===== src/rtl/countdown_pkg.sv =====
// Shared types, default moduli and the load-clamp helper for the countdown timer.
package countdown_pkg;

  typedef enum logic [1:0] {
    ST_IDLE = 2'd0,
    ST_RUN  = 2'd1,
    ST_DONE = 2'd2
  } state_e;

  localparam int unsigned DEF_UNITS_MOD = 10;
  localparam int unsigned DEF_TENS_MOD  = 6;
  localparam int unsigned DEF_W         = 4;

  function automatic int unsigned clamp_digit(input int unsigned val, input int unsigned modulus);
    return (val >= modulus) ? modulus - 1 : val;
  endfunction

endpackage


===== src/rtl/mod_down_digit.sv =====
// One loadable modulo-MOD down-counting digit; borrows and wraps to MOD-1 when decremented at 0.
module mod_down_digit #(
  parameter int unsigned MOD = 10,
  parameter int unsigned W   = 4
) (
  input  logic         clk,
  input  logic         rst_n,
  input  logic         load,
  input  logic [W-1:0] load_val,
  input  logic         dec,
  output logic [W-1:0] q,
  output logic         borrow_out
);

  logic [W-1:0] q_q;
  logic [W-1:0] q_d;

  always_comb begin
    q_d = q_q;
    if (load) begin
      q_d = load_val;
    end else if (dec) begin
      q_d = (q_q == '0) ? W'(MOD - 1) : q_q - W'(1);
    end
  end

  always_ff @(posedge clk or negedge rst_n) begin
    if (!rst_n) begin
      q_q <= '0;
    end else begin
      q_q <= q_d;
    end
  end

  assign q          = q_q;
  assign borrow_out = dec && (q_q == '0);

endmodule


===== src/rtl/countdown_timer.sv =====
// Two-digit loadable countdown timer with start/stop/tick priority and one-cycle done pulse.
// Optional feature: define COUNTDOWN_AUTORELOAD_EN to reload the start value on reaching 00.
module countdown_timer
  import countdown_pkg::*;
#(
  parameter int unsigned UNITS_MOD = DEF_UNITS_MOD,
  parameter int unsigned TENS_MOD  = DEF_TENS_MOD,
  parameter int unsigned W         = DEF_W
) (
  input  logic         clk,
  input  logic         rst_n,
  input  logic         tick,
  input  logic         start,
  input  logic         stop,
  input  logic [W-1:0] load_tens,
  input  logic [W-1:0] load_units,
  output logic [W-1:0] tens,
  output logic [W-1:0] units,
  output logic         running,
  output logic         done
);

  state_e       state_q, state_d;
  logic         done_q, done_d;
  logic         digit_load;
  logic         tick_en;
  logic         units_borrow;
  logic         tens_borrow_unused;
  logic [W-1:0] ld_tens, ld_units;
  logic [W-1:0] clamp_tens, clamp_units;
  logic         last_step;

  assign clamp_tens  = W'(clamp_digit(32'(load_tens), TENS_MOD));
  assign clamp_units = W'(clamp_digit(32'(load_units), UNITS_MOD));
  assign last_step   = (tens == '0) && (units == W'(1));

`ifdef COUNTDOWN_AUTORELOAD_EN
  logic [W-1:0] reload_tens_q, reload_units_q;

  always_ff @(posedge clk or negedge rst_n) begin
    if (!rst_n) begin
      reload_tens_q  <= '0;
      reload_units_q <= '0;
    end else if (start) begin
      reload_tens_q  <= clamp_tens;
      reload_units_q <= clamp_units;
    end
  end
`endif

  always_comb begin
    state_d    = state_q;
    done_d     = 1'b0;
    digit_load = 1'b0;
    tick_en    = 1'b0;
    ld_tens    = clamp_tens;
    ld_units   = clamp_units;

    case (state_q)
      ST_IDLE: ;
      ST_RUN: begin
        if (stop) begin
          state_d = ST_IDLE;
        end else if (tick) begin
          tick_en = 1'b1;
          if (last_step) begin
            done_d = 1'b1;
`ifdef COUNTDOWN_AUTORELOAD_EN
            // Digit load overrides the decrement, so the 01 step lands on the reload value.
            if ((reload_tens_q != '0) || (reload_units_q != '0)) begin
              digit_load = 1'b1;
              ld_tens    = reload_tens_q;
              ld_units   = reload_units_q;
            end else begin
              state_d = ST_DONE;
            end
`else
            state_d = ST_DONE;
`endif
          end
        end
      end
      ST_DONE: ;
      default: state_d = ST_IDLE;
    endcase

    if (start) begin
      tick_en    = 1'b0;
      digit_load = 1'b1;
      ld_tens    = clamp_tens;
      ld_units   = clamp_units;
      if ((clamp_tens == '0) && (clamp_units == '0)) begin
        state_d = ST_DONE;
        done_d  = 1'b1;
      end else begin
        state_d = ST_RUN;
        done_d  = 1'b0;
      end
    end
  end

  always_ff @(posedge clk or negedge rst_n) begin
    if (!rst_n) begin
      state_q <= ST_IDLE;
      done_q  <= 1'b0;
    end else begin
      state_q <= state_d;
      done_q  <= done_d;
    end
  end

  mod_down_digit #(.MOD(UNITS_MOD), .W(W)) u_units (
    .clk        (clk),
    .rst_n      (rst_n),
    .load       (digit_load),
    .load_val   (ld_units),
    .dec        (tick_en),
    .q          (units),
    .borrow_out (units_borrow)
  );

  mod_down_digit #(.MOD(TENS_MOD), .W(W)) u_tens (
    .clk        (clk),
    .rst_n      (rst_n),
    .load       (digit_load),
    .load_val   (ld_tens),
    .dec        (units_borrow),
    .q          (tens),
    .borrow_out (tens_borrow_unused)
  );

  assign running = (state_q == ST_RUN);
  assign done    = done_q;

endmodule


===== config.mk =====
export PLATFORM = sky130hd
export DESIGN_NAME = countdown_timer
export DESIGN_NICKNAME = d
export VERILOG_FILES = /design/src/rtl/countdown_pkg.sv /design/src/rtl/mod_down_digit.sv /design/src/rtl/countdown_timer.sv
export SDC_FILE = /design/constraint.sdc
export NUM_CORES = 1
export LEC_CHECK = 0
export BUFFER_PORTS_ARGS = -buffer_cell sky130_fd_sc_hd__buf_2
export CORE_MARGIN = 4
export CORE_UTILIZATION = 50
export CTS_BUF_LIST = sky130_fd_sc_hd__clkbuf_8
export DETAILED_ROUTE_END_ITERATION = 6
export PLACE_DENSITY = 0.87
export SYNTH_ARGS = -nofsm -noshare
export SYNTH_HDL_FRONTEND = slang
export SYNTH_SLANG_ARGS = --single-unit

===== constraint.sdc =====
create_clock -name clk -period 1.7 [get_ports clk]
set_input_delay 0.085 -clock clk [delete_from_list [all_inputs] [get_ports clk]]
set_output_delay 0.085 -clock clk [all_outputs]
set_load 0.02 [all_outputs]

Word-level counts from Yosys, hierarchy flattened
Index checks and enable logic that the tools add are counted.
Word-level totals
  flip-flop bits (word level): 11
  input port bits: 13
Cells by class
  add/sub/neg operators: 2
  order comparisons: 2
  equal/unequal tests: 6
  multiplexer cells: 25
  reduce and logical (&&, ||, !) cells: 12
Operator list (number)
  two-way mux 4 bit: 8
  logical NOT 4 bit: 4
  two-way mux 1 bit: 11
  two-way mux 2 bit: 5
  subtractor 4 x 1 -> 4 bit (second input constant): 2
  == test 4 x 1 -> 1 bit (second input constant): 1
  >= comparator 4 x 3 -> 1 bit (second input constant): 1
  >= comparator 4 bit (second input constant): 1
  inequality test 4 x 3 -> 1 bit (second input constant): 1
  inequality test 4 bit (second input constant): 1
  case mux 2 bit (2 select lines): 1
  nonzero test 2 bit: 2
  logical AND 1 bit: 3
  AND reduction 3 bit: 1
  == test 2 x 1 -> 1 bit (second input constant): 1
  == test 2 bit (second input constant): 1
  logical NOT 2 bit: 1
  inequality test 2 x 1 -> 1 bit (second input constant): 1
  OR reduction 2 bit: 1

Logic depth before layout (Yosys ltp)
Gate-level depths: netlist of run 1.
  word-level depth: 7
  mapped depth: 5

Hierarchy
Synthesis of run 1 repeated with hierarchy kept, for this count alone.
Second synthesis, totals
  cells, all modules: 73
  area, all modules: 711.9 um^2
By module, submodules not included
  countdown_timer: instances 1, cells each 30, area each 279.0 um^2, seq. area each 75.1 um^2
  mod_down_digit at u_units: instances 1, cells each 22, area each 231.5 um^2, seq. area each 100.1 um^2
  mod_down_digit at u_tens: instances 1, cells each 21, area each 201.4 um^2, seq. area each 100.1 um^2

Least setup slack after synthesis of run 1
Ideal clock, no wire load.
  path kind: register to register
  start: reg u_units.q_q[1], in the netlist u_units.q[1]
  end: reg u_tens.q_q[1], in the netlist u_tens.q[1]
  data arrival time: 1280 ps
  data required time: 1569 ps
  slack: 289 ps
  stages on the path, launching flop included: 5
  period minus slack after synthesis: 1411 ps
  path through: dfrtp_1 nor4_4 nor3b_2 mux2i_1 o21ai_1
Between the ends
  cells in the longest elaborated chain, start to end: 3
Ends and longest elaborated chain
  start, declared: line mod_down_digit.sv:15  | logic [W-1:0] q_q;
  start signal, assigned: line mod_down_digit.sv:31  | q_q <= q_d;
  logical NOT 4 bit: line mod_down_digit.sv:36  | assign borrow_out = dec && (q_q == '0);
  logical AND 1 bit: line mod_down_digit.sv:36
  nonzero test 2 bit (no source line)
  end signal, assigned: line mod_down_digit.sv:31
  end, declared: line mod_down_digit.sv:15
Every way passes these cells.
A chain may end at the register's enable or synchronous reset.

Worst setup path after layout of run 1
  start: reg state_q[1]
  end: reg u_units.q_q[2], in the netlist u_units.q[2]
Between the ends
  cells in the longest elaborated chain, start to end: 4
Ends and longest elaborated chain
  start, declared: line countdown_timer.sv:23  | state_e state_q, state_d;
  start signal, assigned: line countdown_timer.sv:107  | state_q <= state_d;
  == test 2 x 1 -> 1 bit: line countdown_timer.sv:59  | case (state_q)
  two-way mux 1 bit: line countdown_timer.sv:59
  two-way mux 1 bit: line countdown_timer.sv:87  | if (start) begin
  nonzero test 2 bit (no source line)
Every way passes these cells.

==> results of run 1 <==
where the power goes:
part,total (mW),switching (mW),leakage (nW),internal (mW)
registers,0.312,0.0319,0.137,0.280
clock network,0.268,0.106,0.0255,0.162
logic,0.144,0.0848,0.200,0.0594
total,0.723,0.223,0.362,0.501
metrics by stage:
stage                     worst slack [ps]  util, %  area, um2  power (mW)
after floorplan                        289        -        659       0.396
after global placement                 332     67.1        786       0.451
after detailed placement               243     67.1        786       0.457
after CTS                              238     71.9        842       0.727
after global routing                   171     71.9        842       0.762
final                                  245     71.9        842       0.723
registers in the layout (all words and copies together), names as in the netlist:
register and count:
done 1, u_units.q 4, state_q 2, u_tens.q 4
routing by layer:
layer / global-route usage, % / up-vias / routed length, um
met4: 9.04 / 0 / 29
met1: 22.5 / 312 / 725
met3: 3.66 / 4 / 130
met2: 33.4 / 35 / 835
met5: 0 / - / 0
li1: - / 312 / -
placed cells by master (no fill, tap or decap), types with 2 or more instances in the layout:
cell type	instances
a21oi_1	2
a31oi_1	2
buf_2	22
clkbuf_8	3
dfrtp_1	11
inv_1	3
mux2i_1	3
nand2_1	3
nand4_1	4
nor2_1	12
nor2b_1	4
nor3_1	4
o21ai_0	5
o21ai_1	3
xnor2_1	2
worst register-to-register path: stages, from the launching register on:
cell and delay (ps):
dfrtp_1 400, nand4bb_1 180, buf_4 180, nor3_1 220, mux2i_1 250, o21ai_0 90
path summary, 6_finish.rpt:
kind	from	end	slack, ps	cells after the start
max reg2reg	state_q[1]$_DFFE_PN0P_	u_units.q[2]$_DFFE_PN0P_	250	5
min reg2reg	state_q[0]$_DFFE_PN0P_	state_q[1]$_DFFE_PN0P_	550	1
max	state_q[1]$_DFFE_PN0P_	u_units.q[2]$_DFFE_PN0P_	250	5
min in group asynchronous	rst_n	u_units.q[1]$_DFFE_PN0P_	260	2
max in group asynchronous	rst_n	u_tens.q[2]$_DFFE_PN0P_	1230	2
min	load_units[2]	u_units.q[2]$_DFFE_PN0P_	90	3
area by class of cell:
cell class	count	area [um2]
Sequential cell	11	275
Clock buffer	3	41.3
Inverter	3	11.3
Fill cell	95	329
Timing Repair Buffer	24	128
Clock inverter	1	5.00
Tap cell	14	17.5
Multi-Input combinational cell	56	364
cell families after synthesis:
kind of cell,synth area share (%)
XOR/XNOR,2.66
flip-flops,41.7
buffers and inverters,3.03
AND/OR/NAND/NOR,34.5
AO/OA/AOI/OAI,13.5
multiplexers,4.55
timing repair:
item / CTS / global route
endpoints found under the hold margin: 11 / 0
endpoints found under the setup margin: 0 / 0
hold buffers: 1 / 0
==> flow_summary.json, run 1 <==
{
  "vias_per_cell": 5.92,
  "grt_remaining_overflow": 0,
  "gp_congestion": 0.765,
  "antenna_found_initial": 0,
  "synth_common_cells": "nor2_1, dfrtp_1, o21ai_0",
  "drive_gt1_share_pct": 31.6,
  "yosysUniqueCellTypes": 27,
  "wl_per_cell_um": 15.4,
  "cts_buffers": 3,
  "synth_cells": 72,
  "worst_path_max_delay_cell": "dfrtp_1",
  "slew_viol_final": 0,
  "status": "completed",
  "worst-path-max-fanout": 8,
  "async_flop_share_pct": 100,
  "start_util_pct": 56.3,
  "routed_wirelength_um": 1720,
  "synth_top_area_share_pct": 41.7,
  "area_growth_syn_to_layout_pct": 27.7,
  "rsz0062_at_grt": "false",
  "critPathLaunchType": "register",
  "die_height_um": 44.3,
  "fin_cells": 112,
  "fin_crit_ps": 1450,
  "drcViolationCount": 0,
  "grt_usage_pct": 19.2,
  "cts.clk_slew.worst_paths_ps": 50,
  "yosysSeqAreaShare_pct": 41.7,
  "row_count": 12,
  "cts_buffer_depth": 2,
  "synth_warnings": 0,
  "crit_family": "flip-flops",
  "min_period_over_period_pct": 85.6,
  "critical_path_class": "register to register",
  "ys_ff_latch": 11,
  "diodes": 0,
  "synth_edf_count": 0,
  "ant_nets": 0,
  "relSlewSlack_pct": 74.8,
  "crit_chain": "nand4bb_1, buf_4, nor3_1, mux2i_1, o21ai_0",
  "dp_hpwl_um": 1280,
  "synth_largest_area_cell": "dfrtp_1",
  "setup_tns_ps": 0,
  "via_count": 663,
  "post_cts_resized": 0,
  "drtIter0Drc": 17,
  "fmax_ghz": 0.687,
  "clock_latency_ps": 240,
  "p_per_area_nw_per_um2": 859,
  "grt_max_degree": 18,
  "firstDrtPassIters": 4,
  "avgSynthCellArea_um2": 9.16,
  "finClkSkew_ps": 1.62,
  "synth_area_um2": 659,
  "setup_viol": 0,
  "cts_tree": "done",
  "p_leak_nw": 0.362,
  "hold_class": "input pin to register",
  "core_um2": 1170,
  "clockRootBuffer": "clkbuf_8",
  "cp_slowest_stage_delay_ps": 400,
  "crit_required_ps": 1810,
  "synth_area_leaders": "dfrtp_1, nor2_1, mux2i_1, nand4_1, nor2b_1",
  "place_inst": 107,
  "cts_setup_buffers": 0,
  "layout.nets": 112,
  "peakVddDrop_v": 0.000650,
  "synth_nets": 85,
  "htreeDepth": 1,
  "critPathArrivalTime_ps": 1570,
  "grt_pass1_vias": 605,
  "dieArea_um2": 1960,
  "dieWidth_um": 44.3,
  "maxCapViolations": 0,
  "cp-end-kind": "register",
  "synthFlopType": "dfrtp_1",
  "yosysMostFrequentCell": "nor2_1",
  "worst-path-buf-inv": 1,
  "whs_ps": 92.9,
  "ios": 23,
  "portBuffers": 22,
  "grt_pass1_wl_um": 2700,
  "worst_pin_slew_ps": 375,
  "clock-sinks": 11,
  "hold_viol_final": 0
}
(Power assumes the default switching activity.)
==> inputs of run 2 (changes only) <==
REMOVE_ABC_BUFFERS = 1   (was default)
==> flow_summary.json, run 2 (synthesized netlist as in run 1, its figures left out) <==
{
  "met1Wirelength_um": 680,
  "status": "completed",
  "p_leak_nw": 0.363,
  "final_util_pct": 71.8,
  "cts.clk_slew.worst_paths_ps": 50,
  "holdBufCountCts": 1,
  "grt_usage_pct": 18.3,
  "min_period_over_period_pct": 83.2,
  "finClkSkew_ps": 2.57,
  "fmax_ghz": 0.707,
  "setup_tns_ps": 0,
  "via_count": 648,
  "cts_buffers": 3,
  "dp_hpwl_um": 1170,
  "whs_ps": 91.6,
  "critical_path_class": "register to register",
  "peakVddDrop_v": 0.000600,
  "wl_met3_um": 146,
  "maxCapViolations": 0,
  "layout_common_cells": "buf_2, nor2_1, dfrtp_1, o21ai_0",
  "hold_class": "input pin to register",
  "vias_per_cell": 5.79,
  "postLayoutCellArea_um2": 841,
  "crit_required_ps": 1810,
  "wl_per_cell_um": 14.4,
  "post_cts_resized": 0,
  "dieWidth_um": 44.3,
  "drive_gt1_share_pct": 30.6,
  "drtIter0Drc": 17,
  "antenna_found_initial": 0,
  "row_count": 12,
  "dieArea_um2": 1960,
  "cts_setup_buffers": 0,
  "portBuffers": 22,
  "grt_remaining_overflow": 0,
  "cts_buffer_depth": 2,
  "die_height_um": 44.3,
  "grt_pass1_vias": 590,
  "worst_pin_slew_ps": 422,
  "cp-end-kind": "register",
  "grt_pass1_wl_um": 2660,
  "relSlewSlack_pct": 71.5,
  "clock-sinks": 11,
  "worst_slack_ps": 286,
  "firstDrtPassIters": 5,
  "worst-path-max-fanout": 7,
  "p_total_mw": 0.713,
  "placed_cell_area_um2": 786,
  "layout.nets": 112,
  "rsz0062_at_grt": "false",
  "cts_tree": "done",
  "htreeDepth": 1,
  "routed_wirelength_um": 1610,
  "whs_path_depth": 3,
  "ant_nets": 0,
  "drcViolationCount": 0,
  "grt_max_degree": 18,
  "area_growth_syn_to_layout_pct": 27.5,
  "critPathArrivalTime_ps": 1530,
  "fin_crit_ps": 1410,
  "start_util_pct": 56.3,
  "diodes": 0,
  "hold_viol_final": 0,
  "gp_congestion": 0.765,
  "p_per_area_nw_per_um2": 848,
  "dr_wl_met2_um": 772,
  "clock_latency_ps": 240,
  "fin_cells": 112,
  "clockRootBuffer": "clkbuf_8",
  "place_inst": 107,
  "setup_viol": 0,
  "dr.max_layer_used": "met4",
  "pre_cts_slack_ps": 281,
  "critPathLaunchType": "register",
  "slew_viol_final": 0,
  "reg2regPathDepth": 4,
  "core_um2": 1170,
  "ios": 23,
  "layout_commonest_cell": "buf_2"
}
## run 2: critical path: stages, from the launching register on
cell and delay [ps]:
dfrtp_1 470, nor4_4 330, nor3b_2 220, mux2i_1 200, o21ai_1 70
## run 2: path summary, 6_finish.rpt
kind	from	to	slack (ps)
max	u_units.q[1]$_DFFE_PN0P_	u_tens.q[1]$_DFFE_PN0P_	290
min reg2reg	u_tens.q[3]$_DFFE_PN0P_	u_tens.q[3]$_DFFE_PN0P_	580
min	load_units[1]	u_units.q[1]$_DFFE_PN0P_	90
max in group asynchronous	rst_n	state_q[1]$_DFFE_PN0P_	1240
min in group asynchronous	rst_n	u_units.q[0]$_DFFE_PN0P_	250
max reg2reg	u_units.q[1]$_DFFE_PN0P_	u_tens.q[1]$_DFFE_PN0P_	290
## run 2: area by class of cell
| class | instances | area [um2] |
|---|---|---|
| Fill cell | 100 | 330 |
| Inverter | 3 | 11.3 |
| Multi-Input combinational cell | 56 | 364 |
| Sequential cell | 11 | 275 |
| Clock inverter | 1 | 3.75 |
| Clock buffer | 3 | 41.3 |
| Tap cell | 14 | 17.5 |
| Timing Repair Buffer | 24 | 128 |
## run 2: power by group
group          leakage [nW]  total (mW)  internal (mW)  switching (mW)
logic                 0.200       0.141         0.0593          0.0822
clock network        0.0269       0.259          0.159           0.100
registers             0.137       0.313          0.280          0.0334
total                 0.363       0.713          0.498           0.216
## run 2: routing by layer
metal,track usage (%),vias to the layer above
met1,23.6,304
met4,4.82,0
li1,-,313
met2,28.8,29
met5,0,-
met3,6.91,2
